`config.mk`:
```
export PLATFORM = sky130hd
export DESIGN_NAME = irq_arbiter
export DESIGN_NICKNAME = d
export VERILOG_FILES = /design/src/rtl/irq_arbiter.sv
export SDC_FILE = /design/constraint.sdc
export NUM_CORES = 1
export LEC_CHECK = 0
export CAP_MARGIN = 20
export CORE_MARGIN = 5
export CORE_UTILIZATION = 57
export CTS_BUF_LIST = sky130_fd_sc_hd__clkbuf_16
export DETAILED_ROUTE_END_ITERATION = 8
export GPL_TIMING_DRIVEN = 1
export PLACE_DENSITY = 0.95
export RECOVER_POWER = 100
export SLEW_MARGIN = 20
export SYNTH_ARGS = -nofsm -noshare
export SYNTH_HDL_FRONTEND = slang
export SYNTH_SLANG_ARGS = --single-unit
```
`constraint.sdc`:
```
create_clock -name clk_i -period 28 [get_ports clk_i]
set_input_delay 5.6 -clock clk_i [delete_from_list [all_inputs] [get_ports clk_i]]
set_output_delay 5.6 -clock clk_i [all_outputs]
set_load 0.05 [all_outputs]
```
`src/rtl/irq_arbiter.sv`:
```
`default_nettype none
// ============================================================================
// irq_arbiter - N-source edge-triggered interrupt arbiter driving meip_o,
//               with claim (ack_i) / complete handshake and register file.
// Rev 1.0
// ============================================================================
module irq_arbiter #(
    parameter int N_SRC  = 8,
    parameter int PRIO_W = 3
) (
    input  logic             clk_i,
    input  logic             reset_i,
    input  logic [N_SRC-1:0] src_i,
    input  logic [3:0]       reg_addr_i,
    input  logic [31:0]      reg_wdata_i,
    input  logic             reg_wen_i,
    output logic [31:0]      reg_rdata_o,
    input  logic             ack_i,
    output logic             meip_o,
    output logic [3:0]       claim_id_o
);

    localparam logic [3:0] ADDR_ENABLE    = 4'h0;
    localparam logic [3:0] ADDR_PENDING   = 4'h1;
    localparam logic [3:0] ADDR_THRESHOLD = 4'h2;
    localparam logic [3:0] ADDR_CLAIM     = 4'h3;
    localparam logic [3:0] ADDR_COMPLETE  = 4'h4;

    typedef enum logic [1:0] {
        ST_IDLE = 2'd0,
        ST_REQ  = 2'd1,
        ST_SVC  = 2'd2
    } state_t;

    state_t            state_q, state_d;
    logic [N_SRC-1:0]  sync1_q, sync2_q, hist_q;
    logic [N_SRC-1:0]  pending_q, pending_d;
    logic [N_SRC-1:0]  enable_q;
    logic [PRIO_W-1:0] threshold_q;
    logic [PRIO_W-1:0] prio_q [N_SRC];
    logic              best_valid_q, best_valid_d;
    logic [3:0]        best_id_q, best_id_d;
    logic [PRIO_W-1:0] best_prio;
    logic [3:0]        claim_id_q, claim_id_d;
    logic              meip_q;
    logic [31:0]       rdata_q, rdata_d;

    logic              wr;
    logic              claim_fire;
    logic              complete_hit;
    logic [N_SRC-1:0]  src_rise;
    logic [N_SRC-1:0]  wr_clr;
    logic [N_SRC-1:0]  claim_clr;
    logic              unused_wdata;

    assign unused_wdata = ^reg_wdata_i;

    assign wr           = ~reg_wen_i;
    assign src_rise     = sync2_q & ~hist_q;
    assign complete_hit = wr && (reg_addr_i == ADDR_COMPLETE) &&
                          (reg_wdata_i[3:0] == claim_id_q);
    assign wr_clr       = (wr && reg_addr_i == ADDR_PENDING) ? reg_wdata_i[N_SRC-1:0] : '0;
    assign claim_clr    = claim_fire ? ((N_SRC)'(1) << best_id_q) : '0;

    // A new edge outranks any clear of the same bit in the same cycle.
    assign pending_d = (pending_q & ~wr_clr & ~claim_clr) | (src_rise & enable_q);

    always_comb begin
        best_valid_d = 1'b0;
        best_id_d    = '0;
        best_prio    = threshold_q;
        for (int i = 0; i < N_SRC; i++) begin
            if (pending_q[i] && enable_q[i] && (prio_q[i] > best_prio)) begin
                best_valid_d = 1'b1;
                best_id_d    = 4'(i);
                best_prio    = prio_q[i];
            end
        end
        // Held low in service so a post-complete request waits one full re-evaluation.
        if (state_q == ST_SVC) begin
            best_valid_d = 1'b0;
        end
    end

    always_comb begin
        state_d    = state_q;
        claim_id_d = claim_id_q;
        claim_fire = 1'b0;
        case (state_q)
            ST_IDLE: begin
                if (best_valid_q) begin
                    state_d = ST_REQ;
                end
            end
            ST_REQ: begin
                if (ack_i) begin
                    claim_fire = 1'b1;
                    claim_id_d = best_id_q + 4'd1;
                    state_d    = ST_SVC;
                end else if (!best_valid_q) begin
                    state_d = ST_IDLE;
                end
            end
            ST_SVC: begin
                if (complete_hit) begin
                    claim_id_d = '0;
                    state_d    = ST_IDLE;
                end
            end
            default: state_d = ST_IDLE;
        endcase
    end

    always_comb begin
        rdata_d = '0;
        case (reg_addr_i)
            ADDR_ENABLE:    rdata_d[N_SRC-1:0]  = enable_q;
            ADDR_PENDING:   rdata_d[N_SRC-1:0]  = pending_q;
            ADDR_THRESHOLD: rdata_d[PRIO_W-1:0] = threshold_q;
            ADDR_CLAIM:     rdata_d[3:0]        = claim_id_q;
            default: begin
                for (int i = 0; i < N_SRC; i++) begin
                    if (reg_addr_i == 4'(8 + i)) begin
                        rdata_d[PRIO_W-1:0] = prio_q[i];
                    end
                end
            end
        endcase
    end

    always_ff @(posedge clk_i or negedge reset_i) begin
        if (!reset_i) begin
            state_q      <= ST_IDLE;
            sync1_q      <= '0;
            sync2_q      <= '0;
            hist_q       <= '0;
            pending_q    <= '0;
            enable_q     <= '0;
            threshold_q  <= '0;
            best_valid_q <= 1'b0;
            best_id_q    <= '0;
            claim_id_q   <= '0;
            meip_q       <= 1'b0;
            rdata_q      <= '0;
            for (int i = 0; i < N_SRC; i++) begin
                prio_q[i] <= '0;
            end
        end else begin
            state_q      <= state_d;
            sync1_q      <= src_i;
            sync2_q      <= sync1_q;
            hist_q       <= sync2_q;
            pending_q    <= pending_d;
            best_valid_q <= best_valid_d;
            best_id_q    <= best_id_d;
            claim_id_q   <= claim_id_d;
            meip_q       <= (state_d == ST_REQ);
            rdata_q      <= rdata_d;
            if (wr && reg_addr_i == ADDR_ENABLE) begin
                enable_q <= reg_wdata_i[N_SRC-1:0];
            end
            if (wr && reg_addr_i == ADDR_THRESHOLD) begin
                threshold_q <= reg_wdata_i[PRIO_W-1:0];
            end
            for (int i = 0; i < N_SRC; i++) begin
                if (wr && reg_addr_i == 4'(8 + i)) begin
                    prio_q[i] <= reg_wdata_i[PRIO_W-1:0];
                end
            end
        end
    end

    assign meip_o      = meip_q;
    assign claim_id_o  = claim_id_q;
    assign reg_rdata_o = rdata_q;

endmodule
`default_nettype wire

```
# Word level (Yosys, flattened, before mapping)
# Cells that the tools add are included.
# word_totals
ram_bits,0
out_inout_bits,37
memories,0
latchBits,0
regBits,87
rom_bits,0
# classes
eq_ne,18
div,0
bitwise,9
muxes,46
mul,0
n_lt_le_gt_ge,8
n_reduce_logical,33
n_addsub,1
n_shift,1
# ops
operator,count
3-bit two-way mux,15
8-bit bitwise AND,4
4-bit == test (second input constant),8
4-bit two-way mux,8
1-bit logical AND,29
3-bit greater-than comparator,8
8-bit inverter,3
8-bit two-way mux,2
4-bit case mux with 2 select lines,2
1-bit two-way mux,12
3-bit case mux with 4 select lines,1
4-bit by 2-bit == test with 1-bit output (second input constant),2
2-bit two-way mux,4
8-bit OR,1
1-bit by 4-bit left shift with 8-bit output (first input constant),1
2-bit case mux with 3 select lines,1
4-bit by 1-bit adder with 4-bit output (second input constant),1
2-bit by 1-bit == test with 1-bit output (second input constant),2
4-bit by 1-bit == test with 1-bit output (second input constant),1
4-bit by 3-bit == test with 1-bit output (second input constant),1
4-bit == test,1
4-bit logical NOT,1
2-bit != test (second input constant),2
1-bit case mux with 3 select lines,1
other kinds (5),5

# Longest topological paths before layout
# Gate-level depths: netlist of run 1.
# depth
depth_word,25
mapped_depth,54
ltp_nobuf,54

# Worst setup path before layout of run 1
# No wires, ideal clock.
# synth_path
path_kind,register to register
startpoint,register threshold_q[1]
endpoint,register best_valid_q
slack_ps,18348
stages_incl_launch_ff,54
required_ps,27881
setup_ps,119
period_less_slack_ps,9652
arrival_ps,9533
path_cell_list,dfrtp_1 inv_1 ha_1 nor2b_4 o311a_4 nand2_2 nor2_1 a21oi_1 inv_1 ha_1 or2_2 a21boi_1 o2111ai_1 mux2i_1 ha_1 nor2_1 a22oi_1 a211oi_2 [18 not listed] nor2_1 o41ai_2 o31ai_4 nor2_1 a31oi_1 ha_1 nand3_1 nand3_1 a21oi_1 inv_1 mux2_2 ha_1 nor2b_1 o21a_1 o2111ai_1 nor2b_1 nand3_1 o21a_1
# synth_between
elab_chain_len,25
# synth_lines
item,line,rtl
start: declaration,39,logic [PRIO_W-1:0] threshold_q;
start signal: assignment,163,threshold_q <= reg_wdata_i[PRIO_W-1:0];
3-bit greater-than comparator,73,if (pending_q[i] && enable_q[i] && (prio_q[i] > best_prio)) begin
1-bit logical AND,73,
3-bit two-way mux,73,
3-bit greater-than comparator,73,
1-bit logical AND,73,
3-bit two-way mux,73,
3-bit greater-than comparator,73,
1-bit logical AND,73,
[10 not listed],n/a,
3-bit greater-than comparator,73,
1-bit logical AND,73,
3-bit two-way mux,73,
3-bit greater-than comparator,73,
1-bit logical AND,73,
1-bit two-way mux (*),73,
1-bit two-way mux (*),80,if (state_q == ST_SVC) begin
named net best_valid_d,41,"logic best_valid_q, best_valid_d;"
end signal: assignment,154,best_valid_q <= best_valid_d;
end: declaration,41,
# The timed path passes the listed nets; every way through them passes the cells marked *.
# A chain may end at the register's enable or synchronous reset.

# Final worst setup path of run 1
# Same ends and word-level chain as after synthesis.

==> results of run 1 <==
[critical path: cells and delay by family (launching register included)]
kind	cells	cell delay (ps)
compound gates	20	4550
fa+ha+maj	9	2630
buf+inv	4	360
flops	1	440
mux	3	970
simple gates	16	2510
[where the power goes]
group	internal [mW]	total [mW]	switching, mW	leakage (nW)
sequential	0.146	0.176	0.0299	1.04
combinational	0.0837	0.202	0.118	1.24
clock	0.0703	0.120	0.0495	0.147
total	0.300	0.498	0.198	2.42
[metrics by stage]
step                      worst slack (ps)  power (mW)  utilization (%)  area, um2
after global routing                 15510       0.526             66.0       5370
after detailed placement             16980       0.373             62.7       5100
after global placement               17230       0.359             62.7       5100
after floorplan                      18350       0.320                -       4820
after CTS                            16890       0.499             66.4       5400
final                                16450       0.498             66.0       5370
[state kept, by name (all words and copies together) (netlist names)]
register and cells:
claim_id_o 4, sync1_q 8, prio_q 24, reg_rdata_o 8
hist_q 8, best_valid_q 1, enable_q 8, sync2_q 8
threshold_q 3, best_id_q 3, pending_q 8, meip_o 1
state_q 2
[cells by family (layout without fill, tap and decap cells)]
kind of cell | count (synthesis) | count (layout) | synth area share [%]
compound gates | 90 | 90 | 15.4
xor+xnor | 4 | 4 | 0.740
fa+ha+maj | 21 | 21 | 5.50
buf+inv | 62 | 81 | 6.82
flops | 86 | 86 | 45.5
mux | 49 | 49 | 12.9
other cells | 1 | 24 | 0.0792
simple gates | 122 | 122 | 13.1
[layout by cell type (no fill, tap or decap), types with 3 or more instances in the layout]
cell                              netlist  layout
sky130_fd_sc_hd__a21oi_1               12      12
sky130_fd_sc_hd__inv_1                 28      28
sky130_fd_sc_hd__mux2_1                 0       3
sky130_fd_sc_hd__xnor2_1                3       3
sky130_fd_sc_hd__a211oi_1               3       4
sky130_fd_sc_hd__nand2_1               37      38
sky130_fd_sc_hd__mux4_2                 6       6
sky130_fd_sc_hd__nor3_1                 6       6
sky130_fd_sc_hd__clkbuf_16              0       9
sky130_fd_sc_hd__nand3_1               19      19
sky130_fd_sc_hd__and3_1                 5       5
sky130_fd_sc_hd__dfrtp_1               86      86
sky130_fd_sc_hd__nor2b_1                6       6
sky130_fd_sc_hd__a32o_1                 6       6
sky130_fd_sc_hd__nor2_1                25      25
sky130_fd_sc_hd__mux2i_1               10      10
sky130_fd_sc_hd__mux2_2                32      29
sky130_fd_sc_hd__o21ai_0               20      20
sky130_fd_sc_hd__nand3b_1               6       6
sky130_fd_sc_hd__dlygate4sd3_1          0      23
sky130_fd_sc_hd__a32oi_1                3       3
sky130_fd_sc_hd__a31oi_1                3       3
sky130_fd_sc_hd__o31ai_1                5       6
sky130_fd_sc_hd__a22oi_1                5       5
sky130_fd_sc_hd__clkdlybuf4s50_1        0      12
sky130_fd_sc_hd__conb_1                 1      24
sky130_fd_sc_hd__ha_1                  20      20
[area by class of cell]
class	count	area share (%)
repair buffers	37	6.73
clock inverters	7	1.51
flip-flops and latches	86	40.1
clock buffers	9	4.19
inverters	28	1.96
multi-input cells	310	43.1
well taps	105	2.45
[worst paths after layout]
kind	startpoint	slack (ps)	end
min reg2reg	sync1_q[1]	350	sync2_q[1]
max reg2reg	threshold_q[1]	16450	best_valid_q
min in group asynchronous	reset_i	6790	sync2_q[5]
max in group asynchronous	reset_i	18830	prio_q[18]
max	threshold_q[1]	16450	best_valid_q
min	sync1_q[1]	350	sync2_q[1]
[metal layers]
metal	part of all wire [%]	track usage, %	wire length, um
met3	8.5	5.95	1070
met2	51	45.1	6390
met4	4.1	12.5	513
met5	0	0	0
met1	37	30.6	4650
==> run_summary.xml, run 1 <==
<?xml version="1.0" encoding="UTF-8"?>
<metrics>
  <group name="timing">
    <metric name="timing_worst_slew_pin_value" unit="ps">4290</metric>
    <metric name="post-route-period-util" unit="%">41.3</metric>
    <metric name="post-route-min-period" unit="ps">11550</metric>
    <metric name="setup_repair_after_global_routing_missed_its_margin" unit="">no</metric>
    <metric name="final.hold.worst_slack" unit="ps">352</metric>
    <metric name="finalSetupViolations" unit="">0</metric>
    <metric name="final_max_tran_viols" unit="">87</metric>
    <metric name="slew_headroom" unit="%">-186</metric>
    <metric name="hold_viol" unit="">0</metric>
    <metric name="fmax" unit="MHz">86.6</metric>
    <metric name="setup_total_negative_slack" unit="ps">0</metric>
    <metric name="skew" unit="ps">8.91</metric>
  </group>
  <group name="routing">
    <metric name="avgViaCountPerCell" unit="">6.36</metric>
    <metric name="first_pass_iters" unit="">5</metric>
    <metric name="route.detailed.wl_per_inst" unit="um">21.7</metric>
    <metric name="detail-route-antenna-nets" unit="">0</metric>
    <metric name="dr_total_vias" unit="">3702</metric>
    <metric name="drt_iter0_markers" unit="">318</metric>
    <metric name="postRouteWirelength" unit="mm">12.6</metric>
    <metric name="post_detailed_route_drc_marker_count" unit="">0</metric>
  </group>
  <group name="critical_path">
    <metric name="worstSetupPathType" unit="">flip-flop to flip-flop</metric>
    <metric name="cp_slowest_cell" unit="">sky130_fd_sc_hd__o41ai_1</metric>
    <metric name="crit_arrival" unit="ps">11780</metric>
    <metric name="worstSetupStartpointType" unit="">flip-flop</metric>
    <metric name="worst_path_most_repeated_cell" unit="">sky130_fd_sc_hd__ha_1</metric>
    <metric name="crit_path_end_kind" unit="">flip-flop</metric>
    <metric name="crit_required" unit="ps">28230</metric>
    <metric name="crit_path_max_fanout" unit="">6</metric>
    <metric name="cell_depth_of_the_worst_flop_to_flop_path" unit="">52</metric>
    <metric name="max_stage_delay" unit="ps">560</metric>
  </group>
  <group name="yosys">
    <metric name="synth.cells.most_frequent" unit="">sky130_fd_sc_hd__dfrtp_1, sky130_fd_sc_hd__nand2_1, sky130_fd_sc_hd__mux2_2</metric>
    <metric name="ys.warnings.count" unit="">0</metric>
    <metric name="synth_largest_area_cell" unit="">sky130_fd_sc_hd__dfrtp_1</metric>
    <metric name="post-synth-top-count-cell" unit="">sky130_fd_sc_hd__dfrtp_1</metric>
    <metric name="yosysTopAreaCellShare" unit="%">45.5</metric>
    <metric name="syn-instance-count" unit="">435</metric>
    <metric name="netlist_top_cells_area" unit="">sky130_fd_sc_hd__dfrtp_1, sky130_fd_sc_hd__mux2_2, sky130_fd_sc_hd__ha_1</metric>
    <metric name="post_synth_instance_area" unit="um2">4730</metric>
    <metric name="post_synth.cell_area_avg" unit="um2">10.9</metric>
    <metric name="ys_seq_elements" unit="">86</metric>
    <metric name="synth_cell_types" unit="">69</metric>
    <metric name="synth-seq-area-share" unit="%">45.5</metric>
    <metric name="synth_top_flop_cell" unit="">sky130_fd_sc_hd__dfrtp_1</metric>
    <metric name="postSynth.asyncResetShare" unit="%">100</metric>
    <metric name="synth-edff-count" unit="">0</metric>
  </group>
  <group name="finish">
    <metric name="num-nets-final" unit="">540</metric>
    <metric name="finalNonFillerCells" unit="">582</metric>
    <metric name="antenna_cells" unit="">0</metric>
    <metric name="area.growth.synth_to_final" unit="%">13.5</metric>
    <metric name="drive_above_1_share" unit="%">14.9</metric>
    <metric name="filler_cell_count" unit="">538</metric>
    <metric name="multi_input_area" unit="um2">2310</metric>
    <metric name="register_area" unit="um2">2150</metric>
  </group>
  <group name="clocking">
    <metric name="ctsResizeCount" unit="">0</metric>
    <metric name="clk_root_buffer_cell" unit="">sky130_fd_sc_hd__clkbuf_16</metric>
    <metric name="clk_transition_reported_paths" unit="ps">70</metric>
    <metric name="clockBufferDepth" unit="">2</metric>
    <metric name="cts_sinks" unit="">86</metric>
    <metric name="cts_hold_buffers" unit="">0</metric>
    <metric name="post-cts-setup-buffers" unit="">0</metric>
    <metric name="ctsHtreeMaxLevel" unit="">3</metric>
    <metric name="clock_buffers_created_by_tritoncts" unit="">9</metric>
    <metric name="clock_insertion_delay_worst_skew" unit="ps">340</metric>
    <metric name="tritoncts" unit="">yes</metric>
  </group>
  <group name="placement">
    <metric name="place_hpwl" unit="mm">8.69</metric>
    <metric name="numPlacedInstances" unit="">566</metric>
    <metric name="place.gp.congestion" unit="">0.899</metric>
    <metric name="placement.io_buffers" unit="">36</metric>
  </group>
  <group name="grt">
    <metric name="grt_util_all_layers" unit="%">26.1</metric>
    <metric name="grt_antenna_before_repair" unit="">0</metric>
    <metric name="grt_pass1_wl" unit="mm">20.3</metric>
    <metric name="global_route.overflow_total" unit="">0</metric>
    <metric name="pin_count_of_the_biggest_net_entering_global_routing" unit="">87</metric>
    <metric name="via_count_of_the_first_global_routing_pass" unit="">3906</metric>
  </group>
  <group name="worst_hold_path">
    <metric name="min_path_type" unit="">flip-flop to flip-flop</metric>
    <metric name="whs_path_depth" unit="">0</metric>
  </group>
  <group name="floorplan">
    <metric name="die_y" unit="um">101</metric>
    <metric name="die_area" unit="um2">10200</metric>
    <metric name="die_width" unit="um">101</metric>
    <metric name="row_count" unit="">33</metric>
    <metric name="floorplan.core_area" unit="um2">8130</metric>
    <metric name="initial_utilization" unit="%">58.2</metric>
    <metric name="io_pins" unit="">85</metric>
  </group>
  <group name="job">
    <metric name="drv_cap" unit="">1</metric>
  </group>
  <group name="power">
    <metric name="static-leakage-power" unit="nW">2.42</metric>
    <metric name="vdd_ir_drop_max" unit="uV">69.6</metric>
    <metric name="powerDensity" unit="nW/um2">92.7</metric>
  </group>
  <group name="outcome">
    <metric name="outcome" unit="">finished with violations</metric>
    <metric name="failed_checks" unit="">capacitance limit, slew limit</metric>
  </group>
</metrics>
Note: power is estimated with default switching activity, not from simulation.
==> run 2: changes to the inputs <==
--- a/config.mk
+++ b/config.mk
@@ -7,11 +7,11 @@
 export LEC_CHECK = 0
 export CAP_MARGIN = 20
 export CORE_MARGIN = 5
-export CORE_UTILIZATION = 57
+export CORE_UTILIZATION = 53
 export CTS_BUF_LIST = sky130_fd_sc_hd__clkbuf_16
 export DETAILED_ROUTE_END_ITERATION = 8
 export GPL_TIMING_DRIVEN = 1
-export PLACE_DENSITY = 0.95
+export PLACE_DENSITY = 0.9
 export RECOVER_POWER = 100
 export SLEW_MARGIN = 20
 export SYNTH_ARGS = -nofsm -noshare
==> constraint.sdc (replaced) <==
create_clock -name clk_i -period 10.65 [get_ports clk_i]
set_input_delay 2.13 -clock clk_i [delete_from_list [all_inputs] [get_ports clk_i]]
set_output_delay 2.13 -clock clk_i [all_outputs]
set_load 0.05 [all_outputs]
==> run_summary.xml, run 2 (same netlist as run 1, synthesis figures left out) <==
<?xml version="1.0" encoding="UTF-8"?>
<metrics>
  <group name="critical_path">
    <metric name="crit_arrival" unit="ps">10440</metric>
    <metric name="crit-reg2reg-launch" unit="">threshold_q[1]</metric>
    <metric name="crit_path_end_kind" unit="">flip-flop</metric>
    <metric name="worstSetupPathType" unit="">flip-flop to flip-flop</metric>
    <metric name="reg2reg_slack" unit="ps">440</metric>
    <metric name="worst_path_most_repeated_cell" unit="">sky130_fd_sc_hd__ha_1</metric>
    <metric name="cp_slowest_cell" unit="">sky130_fd_sc_hd__dfrtp_1</metric>
    <metric name="crit_required" unit="ps">10880</metric>
    <metric name="crit_path_max_fanout" unit="">6</metric>
    <metric name="cell_depth_of_the_worst_flop_to_flop_path" unit="">53</metric>
    <metric name="max_stage_delay" unit="ps">380</metric>
    <metric name="crit-reg2reg-capture" unit="">best_valid_q</metric>
    <metric name="worstSetupStartpointType" unit="">flip-flop</metric>
  </group>
  <group name="placement">
    <metric name="place.gp.congestion" unit="">0.930</metric>
    <metric name="placement.io_buffers" unit="">36</metric>
    <metric name="place_hpwl" unit="mm">8.65</metric>
  </group>
  <group name="job">
    <metric name="drv_cap" unit="">1</metric>
  </group>
  <group name="power">
    <metric name="powerDensity" unit="nW/um2">247</metric>
    <metric name="static-leakage-power" unit="nW">2.52</metric>
    <metric name="vdd_ir_drop_max" unit="uV">168</metric>
  </group>
  <group name="finish">
    <metric name="num-nets-final" unit="">556</metric>
    <metric name="layout_commonest_cell" unit="">sky130_fd_sc_hd__dfrtp_1</metric>
    <metric name="regMostFlops" unit="">prio_q</metric>
    <metric name="drive_above_1_share" unit="%">20.9</metric>
    <metric name="commonest_cells_after_routing_fill_and_taps_aside" unit="">sky130_fd_sc_hd__dfrtp_1, sky130_fd_sc_hd__nand2_1, sky130_fd_sc_hd__mux2_2</metric>
    <metric name="area.growth.synth_to_final" unit="%">17.3</metric>
    <metric name="filler_cell_count" unit="">596</metric>
    <metric name="largest_register_ff_count" unit="">24</metric>
    <metric name="antenna_cells" unit="">0</metric>
  </group>
  <group name="timing">
    <metric name="skew" unit="ps">5.50</metric>
    <metric name="hold_viol" unit="">0</metric>
    <metric name="post-route-period-util" unit="%">95.9</metric>
    <metric name="final.hold.worst_slack" unit="ps">350</metric>
    <metric name="finalSetupViolations" unit="">0</metric>
    <metric name="post-route-min-period" unit="ps">10210</metric>
    <metric name="fmax" unit="MHz">97.9</metric>
    <metric name="timing_worst_slew_pin_value" unit="ps">4390</metric>
    <metric name="final_max_tran_viols" unit="">87</metric>
    <metric name="setup_total_negative_slack" unit="ps">0</metric>
    <metric name="slew_headroom" unit="%">-193</metric>
  </group>
  <group name="worst_hold_path">
    <metric name="min_to" unit="">sync2_q[4]</metric>
    <metric name="hold_start" unit="">sync1_q[4]</metric>
    <metric name="whs_path_depth" unit="">0</metric>
    <metric name="min_path_type" unit="">flip-flop to flip-flop</metric>
  </group>
  <group name="outcome">
    <metric name="failed_checks" unit="">capacitance limit, slew limit</metric>
    <metric name="outcome" unit="">finished with violations</metric>
  </group>
  <group name="clocking">
    <metric name="clock_buffers_created_by_tritoncts" unit="">9</metric>
    <metric name="clk_root_buffer_cell" unit="">sky130_fd_sc_hd__clkbuf_16</metric>
    <metric name="clk_transition_reported_paths" unit="ps">60</metric>
    <metric name="cts_sinks" unit="">86</metric>
    <metric name="tritoncts" unit="">yes</metric>
    <metric name="clock_insertion_delay_worst_skew" unit="ps">340</metric>
    <metric name="cts_hold_buffers" unit="">0</metric>
    <metric name="ctsHtreeMaxLevel" unit="">3</metric>
    <metric name="clockBufferDepth" unit="">2</metric>
  </group>
  <group name="grt">
    <metric name="grt_antenna_before_repair" unit="">0</metric>
    <metric name="via_count_of_the_first_global_routing_pass" unit="">3907</metric>
    <metric name="global_route.overflow_total" unit="">0</metric>
    <metric name="grt_pass1_wl" unit="mm">19.9</metric>
    <metric name="pin_count_of_the_biggest_net_entering_global_routing" unit="">87</metric>
    <metric name="grt_util_all_layers" unit="%">22.7</metric>
  </group>
  <group name="floorplan">
    <metric name="initial_utilization" unit="%">54.3</metric>
    <metric name="die_area" unit="um2">10900</metric>
    <metric name="die_y" unit="um">104</metric>
    <metric name="row_count" unit="">34</metric>
    <metric name="floorplan.core_area" unit="um2">8720</metric>
    <metric name="die_width" unit="um">104</metric>
    <metric name="io_pins" unit="">85</metric>
  </group>
  <group name="routing">
    <metric name="postRouteWirelength" unit="mm">12.3</metric>
    <metric name="drt_iter0_markers" unit="">344</metric>
    <metric name="route.detailed.wl_per_inst" unit="um">20.4</metric>
    <metric name="post_detailed_route_drc_marker_count" unit="">0</metric>
    <metric name="first_pass_iters" unit="">5</metric>
    <metric name="avgViaCountPerCell" unit="">6.30</metric>
    <metric name="detail-route-antenna-nets" unit="">0</metric>
    <metric name="dr_total_vias" unit="">3789</metric>
  </group>
</metrics>
==> run 2: changes by cell type in the layout (fill, tap and decap cells not counted), moves of 2 or more <==
cell,before,now
sky130_fd_sc_hd__nor2_1,25,21
sky130_fd_sc_hd__nor2_2,0,4
sky130_fd_sc_hd__buf_4,1,17
sky130_fd_sc_hd__o21ai_0,20,18
sky130_fd_sc_hd__inv_8,2,0
sky130_fd_sc_hd__o2111ai_2,0,2
sky130_fd_sc_hd__o2111ai_1,2,0
sky130_fd_sc_hd__inv_6,0,3
==> run 2: worst max-delay path by stage <==
stage,slack (ps),from,cells past startpoint,endpoint
2_1_floorplan,1000,threshold_q[1],53,best_valid_q
5_1_grt,-120,threshold_q[1],55,best_id_q[1]
6_report,440,threshold_q[1],53,best_valid_q
4_1_cts,20,threshold_q[1],53,best_valid_q
3_3_place_gp,280,threshold_q[1],52,best_valid_q
3_5_place_dp,-9,threshold_q[1],52,best_valid_q
==> run 2: layout make-up <==
type	instances	area, um2	share of cell area [%]
multi-input cells	310	2400	43.2
flip-flops and latches	86	2150	38.8
repair buffers	53	482	8.68
clock buffers	9	225	4.06
well taps	108	135	2.43
inverters	28	105	1.89
clock inverters	7	55.1	0.992
==> run 2: through the flow <==
step / total power [mW] / cells / util (%) / setup WS [ps] / instance area, um2
after floorplan: 0.840 / 458 / - / 998 / 4820
after global placement: 0.966 / 577 / 59.2 / 282 / 5160
after detailed placement: 0.998 / 577 / 59.2 / -9.30 / 5160
after CTS: 1.30 / 595 / 62.6 / 15.3 / 5460
after global routing: 1.45 / 601 / 63.7 / -115 / 5550
final: 1.37 / 601 / 63.7 / 437 / 5550
==> run 2: repair_timing <==
action	CTS	global route
resized for setup	0	15
hold endpoints to repair	0	0
endpoints found under the setup margin	1	4
pin swaps	2	8
gates cloned	0	0
setup buffers	2	6
==> run 2: power by group <==
group	switching, mW	internal [mW]
combinational	0.339	0.279
clock	0.134	0.160
sequential	0.0748	0.384
==> run 2: critical path, delay by kind of cell (launching register included) <==
| kind | cells | cell delay, ps |
|---|---|---|
| compound gates | 20 | 3620 |
| fa+ha+maj | 9 | 2640 |
| simple gates | 16 | 2180 |
| mux | 3 | 830 |
| buf+inv | 5 | 440 |
| flops | 1 | 380 |
==> run 2: per-layer routing <==
| layer | GRT usage (%) | vias up | part of all wire (%) |
|---|---|---|---|
| met2 | 37.1 | 237 | 48 |
| met4 | 11.7 | 0 | 4.2 |
| met5 | 0 | - | 0 |
| li1 | - | 1645 | - |
| met3 | 5.40 | 53 | 9.7 |
| met1 | 27.8 | 1854 | 38 |
==> run 3: changes to the inputs <==
--- a/config.mk
+++ b/config.mk
@@ -5,7 +5,6 @@
 export SDC_FILE = /design/constraint.sdc
 export NUM_CORES = 1
 export LEC_CHECK = 0
-export CAP_MARGIN = 20
 export CORE_MARGIN = 5
 export CORE_UTILIZATION = 53
 export CTS_BUF_LIST = sky130_fd_sc_hd__clkbuf_16
@@ -13,7 +12,6 @@
 export GPL_TIMING_DRIVEN = 1
 export PLACE_DENSITY = 0.9
 export RECOVER_POWER = 100
-export SLEW_MARGIN = 20
 export SYNTH_ARGS = -nofsm -noshare
 export SYNTH_HDL_FRONTEND = slang
 export SYNTH_SLANG_ARGS = --single-unit
==> results of run 3 <==
Same layout as run 2: the final DEF is identical, and so are final timing and power.
